File: config.mk
export PLATFORM = sky130hd
export DESIGN_NAME = serial_pattern_detector
export DESIGN_NICKNAME = d
export VERILOG_FILES = /design/src/rtl/serial_pattern_detector.sv
export SDC_FILE = /design/constraint.sdc
export NUM_CORES = 1
export LEC_CHECK = 0
export CORE_ASPECT_RATIO = 0.75
export CORE_UTILIZATION = 49
export CTS_CLUSTER_SIZE = 12
export DETAILED_ROUTE_END_ITERATION = 7
export GPL_TIMING_DRIVEN = 0
export PLACE_DENSITY = 0.79
export SLEW_MARGIN = 20
export SYNTH_ARGS = -nofsm -noshare
export SYNTH_HDL_FRONTEND = slang
export SYNTH_SLANG_ARGS = --single-unit
File: constraint.sdc
create_clock -name clk -period 2.4 [get_ports clk]
set_input_delay 0.24 -clock clk [delete_from_list [all_inputs] [get_ports clk]]
set_output_delay 0.24 -clock clk [all_outputs]
set_load 0.05 [all_outputs]
File: src/rtl/serial_pattern_detector.sv
// serial_pattern_detector: compares the most recent len qualified serial bits
// against a run-time programmable pattern (len = 1..MAX_LEN), with overlapping
// or non-overlapping match modes. Outputs a registered one-cycle DETECT pulse,
// an armed flag and a saturating match counter.
// Optional feature macro: PATDET_COUNT_EN builds the match counter; when it is
// undefined match_count is tied to zero and no counter flops exist.
module serial_pattern_detector #(
  parameter int                 MAX_LEN     = 8,
  parameter int                 LEN_W       = $clog2(MAX_LEN+1),
  parameter int                 CNT_W       = 16,
  parameter logic [MAX_LEN-1:0] RST_PATTERN = MAX_LEN'('b0101),
  parameter int                 RST_LEN     = 4,
  parameter bit                 RST_OVERLAP = 1'b1
) (
  input  logic               clk,
  input  logic               reset,
  input  logic               in,
  input  logic               in_valid,
  input  logic               cfg_load,
  input  logic [MAX_LEN-1:0] cfg_pattern,
  input  logic [LEN_W-1:0]   cfg_len,
  input  logic               cfg_overlap,
  output logic               DETECT,
  output logic               armed,
  output logic [CNT_W-1:0]   match_count
);

  typedef enum logic {FILL = 1'b0, ARMED = 1'b1} state_t;

  localparam logic [MAX_LEN:0] ONE = (MAX_LEN+1)'(1);

  // Lengths outside 1..MAX_LEN are pulled back into range.
  function automatic logic [LEN_W-1:0] clamp_len(input int l);
    if (l < 1)            return LEN_W'(1);
    else if (l > MAX_LEN) return LEN_W'(MAX_LEN);
    else                  return LEN_W'(l);
  endfunction

  logic [MAX_LEN-1:0] hist_q, hist_d;
  logic [MAX_LEN-1:0] pat_q, pat_d;
  logic [LEN_W-1:0]   len_q, len_d;
  logic               ovl_q, ovl_d;
  logic [LEN_W-1:0]   fill_q, fill_d, fill_inc;
  state_t             state_q, state_d;
  logic               det_q, det_d;
  logic               hit;
  logic               full;
  logic [MAX_LEN:0]   mask_w;

  // Next-state: cfg_load has priority over a valid bit; bubbles hold everything.
  always_comb begin
    hist_d   = hist_q;
    pat_d    = pat_q;
    len_d    = len_q;
    ovl_d    = ovl_q;
    fill_d   = fill_q;
    state_d  = state_q;
    det_d    = 1'b0;
    hit      = 1'b0;
    full     = 1'b0;
    fill_inc = (fill_q == len_q) ? len_q : fill_q + LEN_W'(1);
    // Ones in bits [len-1:0]; computed one bit wider so len == MAX_LEN is safe.
    mask_w   = (ONE << len_q) - ONE;
    if (cfg_load) begin
      pat_d   = cfg_pattern;
      len_d   = clamp_len(int'(cfg_len));
      ovl_d   = cfg_overlap;
      hist_d  = '0;
      fill_d  = '0;
      state_d = FILL;
    end else if (in_valid) begin
      hist_d = {hist_q[MAX_LEN-2:0], in};
      fill_d = fill_inc;
      full   = (fill_inc == len_q);
      hit    = full && (((hist_d ^ pat_q) & mask_w[MAX_LEN-1:0]) == '0);
      det_d  = hit;
      if (hit && !ovl_q) begin
        // Non-overlap: the next match must be built from fresh bits only.
        fill_d  = '0;
        state_d = FILL;
      end else if (full) begin
        state_d = ARMED;
      end
    end
  end

  // Registered configuration, history, fill count, FSM and DETECT.
  always_ff @(posedge clk) begin
    if (reset) begin
      hist_q  <= '0;
      pat_q   <= RST_PATTERN;
      len_q   <= clamp_len(RST_LEN);
      ovl_q   <= RST_OVERLAP;
      fill_q  <= '0;
      state_q <= FILL;
      det_q   <= 1'b0;
    end else begin
      hist_q  <= hist_d;
      pat_q   <= pat_d;
      len_q   <= len_d;
      ovl_q   <= ovl_d;
      fill_q  <= fill_d;
      state_q <= state_d;
      det_q   <= det_d;
    end
  end

  assign DETECT = det_q;
  assign armed  = (state_q == ARMED);

`ifdef PATDET_COUNT_EN
  logic [CNT_W-1:0] cnt_q, cnt_d;

  // Saturating match counter, cleared by cfg_load.
  always_comb begin
    cnt_d = cnt_q;
    if (cfg_load)                 cnt_d = '0;
    else if (hit && cnt_q != '1)  cnt_d = cnt_q + CNT_W'(1);
  end

  // Counter register.
  always_ff @(posedge clk) begin
    if (reset) cnt_q <= '0;
    else       cnt_q <= cnt_d;
  end

  assign match_count = cnt_q;
`else
  assign match_count = '0;
`endif

endmodule
# ---- Word level (Yosys, flattened, before mapping)
# Cells that the tools add are included.
dict set report classes {
  n_addsub 2
  multipliers 0
  n_div 0
  order_cmp 2
  n_eq_ne 2
  shift 1
  n_mux 6
  n_bitwise 3
  n_reduce_logical 8
}
# operator count
set op_table {}
lappend op_table {{$mux W4} 4}
lappend op_table {{$and A8 B8 Y8} 1}
lappend op_table {{$eq A4 B4 Y1} 2}
lappend op_table {{$logic_not A8 Y1} 1}
lappend op_table {{$shl A1 B4 Y8 const A} 1}
lappend op_table {{$sub A8 B1 Y8 const B} 1}
lappend op_table {{$xor A8 B8 Y8} 1}
lappend op_table {{$add A4 B1 Y4 const B} 1}
lappend op_table {{$gt A4 B4 Y1 const B} 1}
lappend op_table {{$lt A4 B1 Y1 const B} 1}
lappend op_table {{$reduce_or A3 Y1} 1}
lappend op_table {{$logic_and A1 B1 Y1} 2}
lappend op_table {{$mux W1} 2}
lappend op_table {{$reduce_and A2 Y1} 1}
lappend op_table {{$reduce_bool A2 Y1} 1}
lappend op_table {{$reduce_or A2 Y1} 1}
lappend op_table {{$logic_not A1 Y1} 1}
lappend op_table {{$not A1 Y1} 1}
dict set report totals {
  register_bits 26
  latchBits 0
  ramBits 0
  rom_bits 0
  out_inout_bits 18
  wordCells 31
  n_memories 0
}

# ---- Depth between registers and ports, before layout
# Gate-level depths: netlist (run 1).
dict set report depth {
  ltp_word 8
  ltp_mapped 10
}

# ---- Worst setup path after synthesis (run 1)
# Ideal clock, no wire load.
dict set report synth_timing {
  kind {register -> register}
  from {reg len_q[1]}
  to {reg state_q (netlist: armed)}
  setup_time_ns 0.142
  t_arrival_ns 1.768
  required_time_ns 2.258
  path_slack_ns 0.490
  stages_incl_launch_ff 11
  synth_period_minus_slack_ns 1.910
  path_cell_list {dfxtp_1 buf_6 nor3_4 nand2b_2 ha_1 o21ai_1 a211oi_2 a21oi_1 o2111ai_2 nor3_2 a21oi_1}
}
dict set report synth_via {
  elab_chain_len 8
  elab_cells_between_ends 12
  classes_between {add/sub: 1; eq/ne: 2; shift: 1; mux: 2; bitwise: 1; reduce/logical: 5}
}
# item line_no
set synth_lines {}
lappend synth_lines {{from (decl)} 41} ;# logic [LEN_W-1:0] len_q, len_d;
lappend synth_lines {{from (signal assigned)} 92} ;# len_q <= clamp_len(RST_LEN);
lappend synth_lines {{from (signal assigned)} 100} ;# len_q <= len_d;
lappend synth_lines {{$shl A1 B4 Y8} 63} ;# mask_w = (ONE << len_q) - ONE;
lappend synth_lines {{$sub A8 B1 Y8} 63}
lappend synth_lines {{$and A8 B8 Y8} 75} ;# hit = full && (((hist_d ^ pat_q) & mask_w[MAX_LEN-1:0]) == '0);
lappend synth_lines {{$logic_not A8 Y1} 75}
lappend synth_lines {{$logic_and A1 B1 Y1} 75}
lappend synth_lines {{$logic_and A1 B1 Y1} 77} ;# if (hit && !ovl_q) begin
lappend synth_lines {{$reduce_bool A2 Y1 (no line)} --}
lappend synth_lines {{$reduce_and A2 Y1 (no line)} --}
lappend synth_lines {{to (signal assigned)} 103} ;# state_q <= state_d;
lappend synth_lines {{to (decl)} 44} ;# state_t state_q, state_d;
# Parallel ways exist; a longest one is shown, timed or not.
# A chain may end at the register's enable or synchronous reset.

# ---- Worst setup path after layout (run 1)
# Ends and elaborated chain as after synthesis.

==> results of run 1 <==
-- final cells by class --
cell class	instances	area, um2
Buffer	24	170
Multi-Input combinational cell	130	896
Tap cell	38	47.5
Fill cell	259	1060
Clock inverter	1	30.0
Inverter	1	3.75
Timing Repair Buffer	19	190
Sequential cell	26	520
Clock buffer	3	41.3
-- final timing paths --
check | startpoint | end | slack (ns) | depth (start not counted)
setup / recovery | len_q[1] | armed | 0.24 | 10
hold / removal | fill_q[3] | fill_q[3] | 0.52 | 2
setup reg to reg | len_q[1] | armed | 0.24 | 10
hold reg to reg | fill_q[3] | fill_q[3] | 0.52 | 2
-- stage by stage --
stage / instances / utilization [%] / total power [mW] / area, um2 / hold WS, ns
3_5_place_dp: 238 / 61.8 / 0.735 / 1830 / 0.511
4_1_cts: 242 / 64.2 / 1.10 / 1900 / 0.525
5_1_grt: 242 / 64.2 / 1.14 / 1900 / 0.560
2_1_floorplan: 181 / - / 0.675 / 1590 / 0.339
6_report: 242 / 64.2 / 1.09 / 1900 / 0.519
3_3_place_gp: 238 / 61.8 / 0.728 / 1830 / 0.495
-- Yosys cell counts, drive strengths merged, types with 3 or more instances --
cell type	instances	share of area (%)
nor3	4	2.4
buf	22	11
a211o	3	1.7
o21ai	5	1.6
dfxtp	26	34
mux2i	16	10
nor2b	6	2.4
xor2	8	4.6
nor2	24	5.9
nand2	9	2.2
o31ai	3	1.5
xnor2	9	5.1
a21oi	4	1.3
-- placed cells by master (no fill, tap or decap), types with 2 or more instances in the layout --
| cell | synthesis | layout |
|---|---|---|
| a211o_1 | 3 | 3 |
| a21oi_1 | 4 | 4 |
| buf_1 | 2 | 2 |
| buf_4 | 17 | 17 |
| buf_6 | 2 | 2 |
| clkbuf_1 | 2 | 2 |
| clkbuf_8 | 0 | 3 |
| clkdlybuf4s50_1 | 0 | 19 |
| conb_1 | 1 | 16 |
| dfxtp_1 | 26 | 26 |
| ha_1 | 2 | 2 |
| mux2i_1 | 16 | 16 |
| nand2_1 | 9 | 9 |
| nor2_1 | 24 | 24 |
| nor2b_1 | 6 | 6 |
| nor3_1 | 2 | 2 |
| o21ai_0 | 3 | 3 |
| o21ai_1 | 2 | 2 |
| o31ai_1 | 3 | 3 |
| xnor2_1 | 9 | 9 |
| xor2_1 | 8 | 8 |
-- worst max-delay path: cells and delay by family, from the launching register on --
family                     cells  cell delay (ns)
AOI/OAI and AO/OA              5             0.65
and+or+nand+nor                3             0.63
DFF                            1             0.32
adders and majority gates      1             0.28
buffers and inverters          1             0.14
-- sequential cells by signal (all words and copies together), names as in the netlist --
signal and count:
len_q 4, ovl_q 1, armed 1, hist_q 7
fill_q 4, pat_q 8, DETECT 1
-- power breakdown --
group          switching, mW  internal [mW]  leakage (nW)
Clock                  0.143          0.223        0.0357
Combinational          0.150          0.110         0.556
Sequential            0.0183          0.449         0.213
-- layer usage --
layer / wire length (um) / vias to the layer above
li1: - / 617
met1: 1350 / 549
met2: 1430 / 34
met3: 203 / 2
met4: 16 / 0
met5: 0 / -
-- kinds of logic (layout without fill, tap and decap cells) --
group	after synthesis	in the layout	share of synthesized area, %
buffers and inverters	25	48	11.3
flip-flops	26	26	33.9
XOR/XNOR	17	17	9.71
AO/OA/AOI/OAI	28	28	14.3
AND/OR/NAND/NOR	50	50	17.7
other	1	16	0.244
adder cells (fa/ha/maj)	2	2	1.63
multiplexers	17	17	11.2
==> flow_summary.ini, run 1 <==
[outcome]
outcome = completed

[grt]
grt_max_degree = 16
grt_pass1_wl_um = 4910
use_met1_pct = 25.4
grt_pass1_vias = 1095
gr-usage-met2_pct = 32.3
top_usage_layer = met2
antenna_found_initial = 0
met3_usage_pct = 5.91
track_usage_pct = 19.6
grt_overflow = 0

[setup_path]
cp-end-kind = flip-flop
cp.arrival_ns = 2.30
path_max_fanout = 10
setup.worst_path.start_class = flip-flop
crit_type = flip-flop to flip-flop
slowest_stage = dfxtp_1
crit_top_cell = a21oi_1
cp_cell_sequence = buf_6 -> nor3_4 -> nand2b_2 -> ha_1 -> o21ai_1 -> a211oi_2 -> a21oi_1 -> o2111ai_2 -> nor3_2 -> a21oi_1
crit_required_ns = 2.54
cpPeakStageDelay_ns = 0.32

[placement]
place_ws_ns = 0.281
io_buffers = 19
routabilityCongestion = 0.860
dp_hpwl_um = 2350

[die]
die_w_um = 66.6
pin_count = 36
rows = 17
die_y_um = 50.5
core_mm2 = 0.00296
die-area_mm2 = 0.00336
initial_core_util_pct = 51.9

[clock_network]
cts-root-buf = clkbuf_8
path_clk_slew_ns = 0.09
numCtsBuffers = 3
cts_repair_resize_count = 0
clk_path_buf_depth = 2
post-cts-setup-buffers = 0
cts_tree = yes
clk_latency_ns = 0.27
cts.sinks = 26
cts_hold_buf = 0
cts_max_level = 1

[detailed_routing]
wire_per_inst_um = 12.4
ant_nets = 0
drt_iter0_drc = 85
vias = 1202
drc_errors = 0
drtPass1Iterations = 4
vias_per_cell = 4.97
wl_um = 3000

[sta]
fmax_mhz = 464
tightestPinTransition_ns = 0.586
maxSlewViolCount = 0
fin_ws_ns = 0.244
layout_min_cycle_time_ns = 2.16
skew_ns = 0.00163
rsz0062_at_grt = no
maxSlewHeadroom_pct = 60.9
tns_ns = 0
finalHoldViolations = 0
min_period_over_period_pct = 89.8
setup_viol = 0

[cells_and_area]
final_nets = 225
area_delta_synth_final_pct = 23.8
n_antenna_cell = 0
drive_above_1_share_pct = 17.2

[logic_synthesis]
synth.distinct_cells = 44
ys_seq_area_share_pct = 33.9
synth_ff_type = dfxtp_1
synth.avg_cell_area_um2 = 9.24
ys_ff_latch = 26
yosysWarningCount = 0
synth_edf_count = 0
synthArstFlopShare_pct = 0
synthCells = 166
synth_area_mm2 = 0.00153

[power]
p_per_area_mw_per_mm2 = 576
p_leak_nw = 0.804
ir_drop_v = 0.000377

[hold_path]
hold_path_class = flip-flop to flip-flop

[run]
maxCapViolations = 0
(Power assumes the default switching activity.)
==> inputs of run 2 (changes only) <==
CTS_CLUSTER_DIAMETER = 30   (was not set)
HOLD_SLACK_MARGIN = 0.12   (was not set)
==> results of run 2 <==
No change in the layout: final DEF, timing and power equal those of run 1.
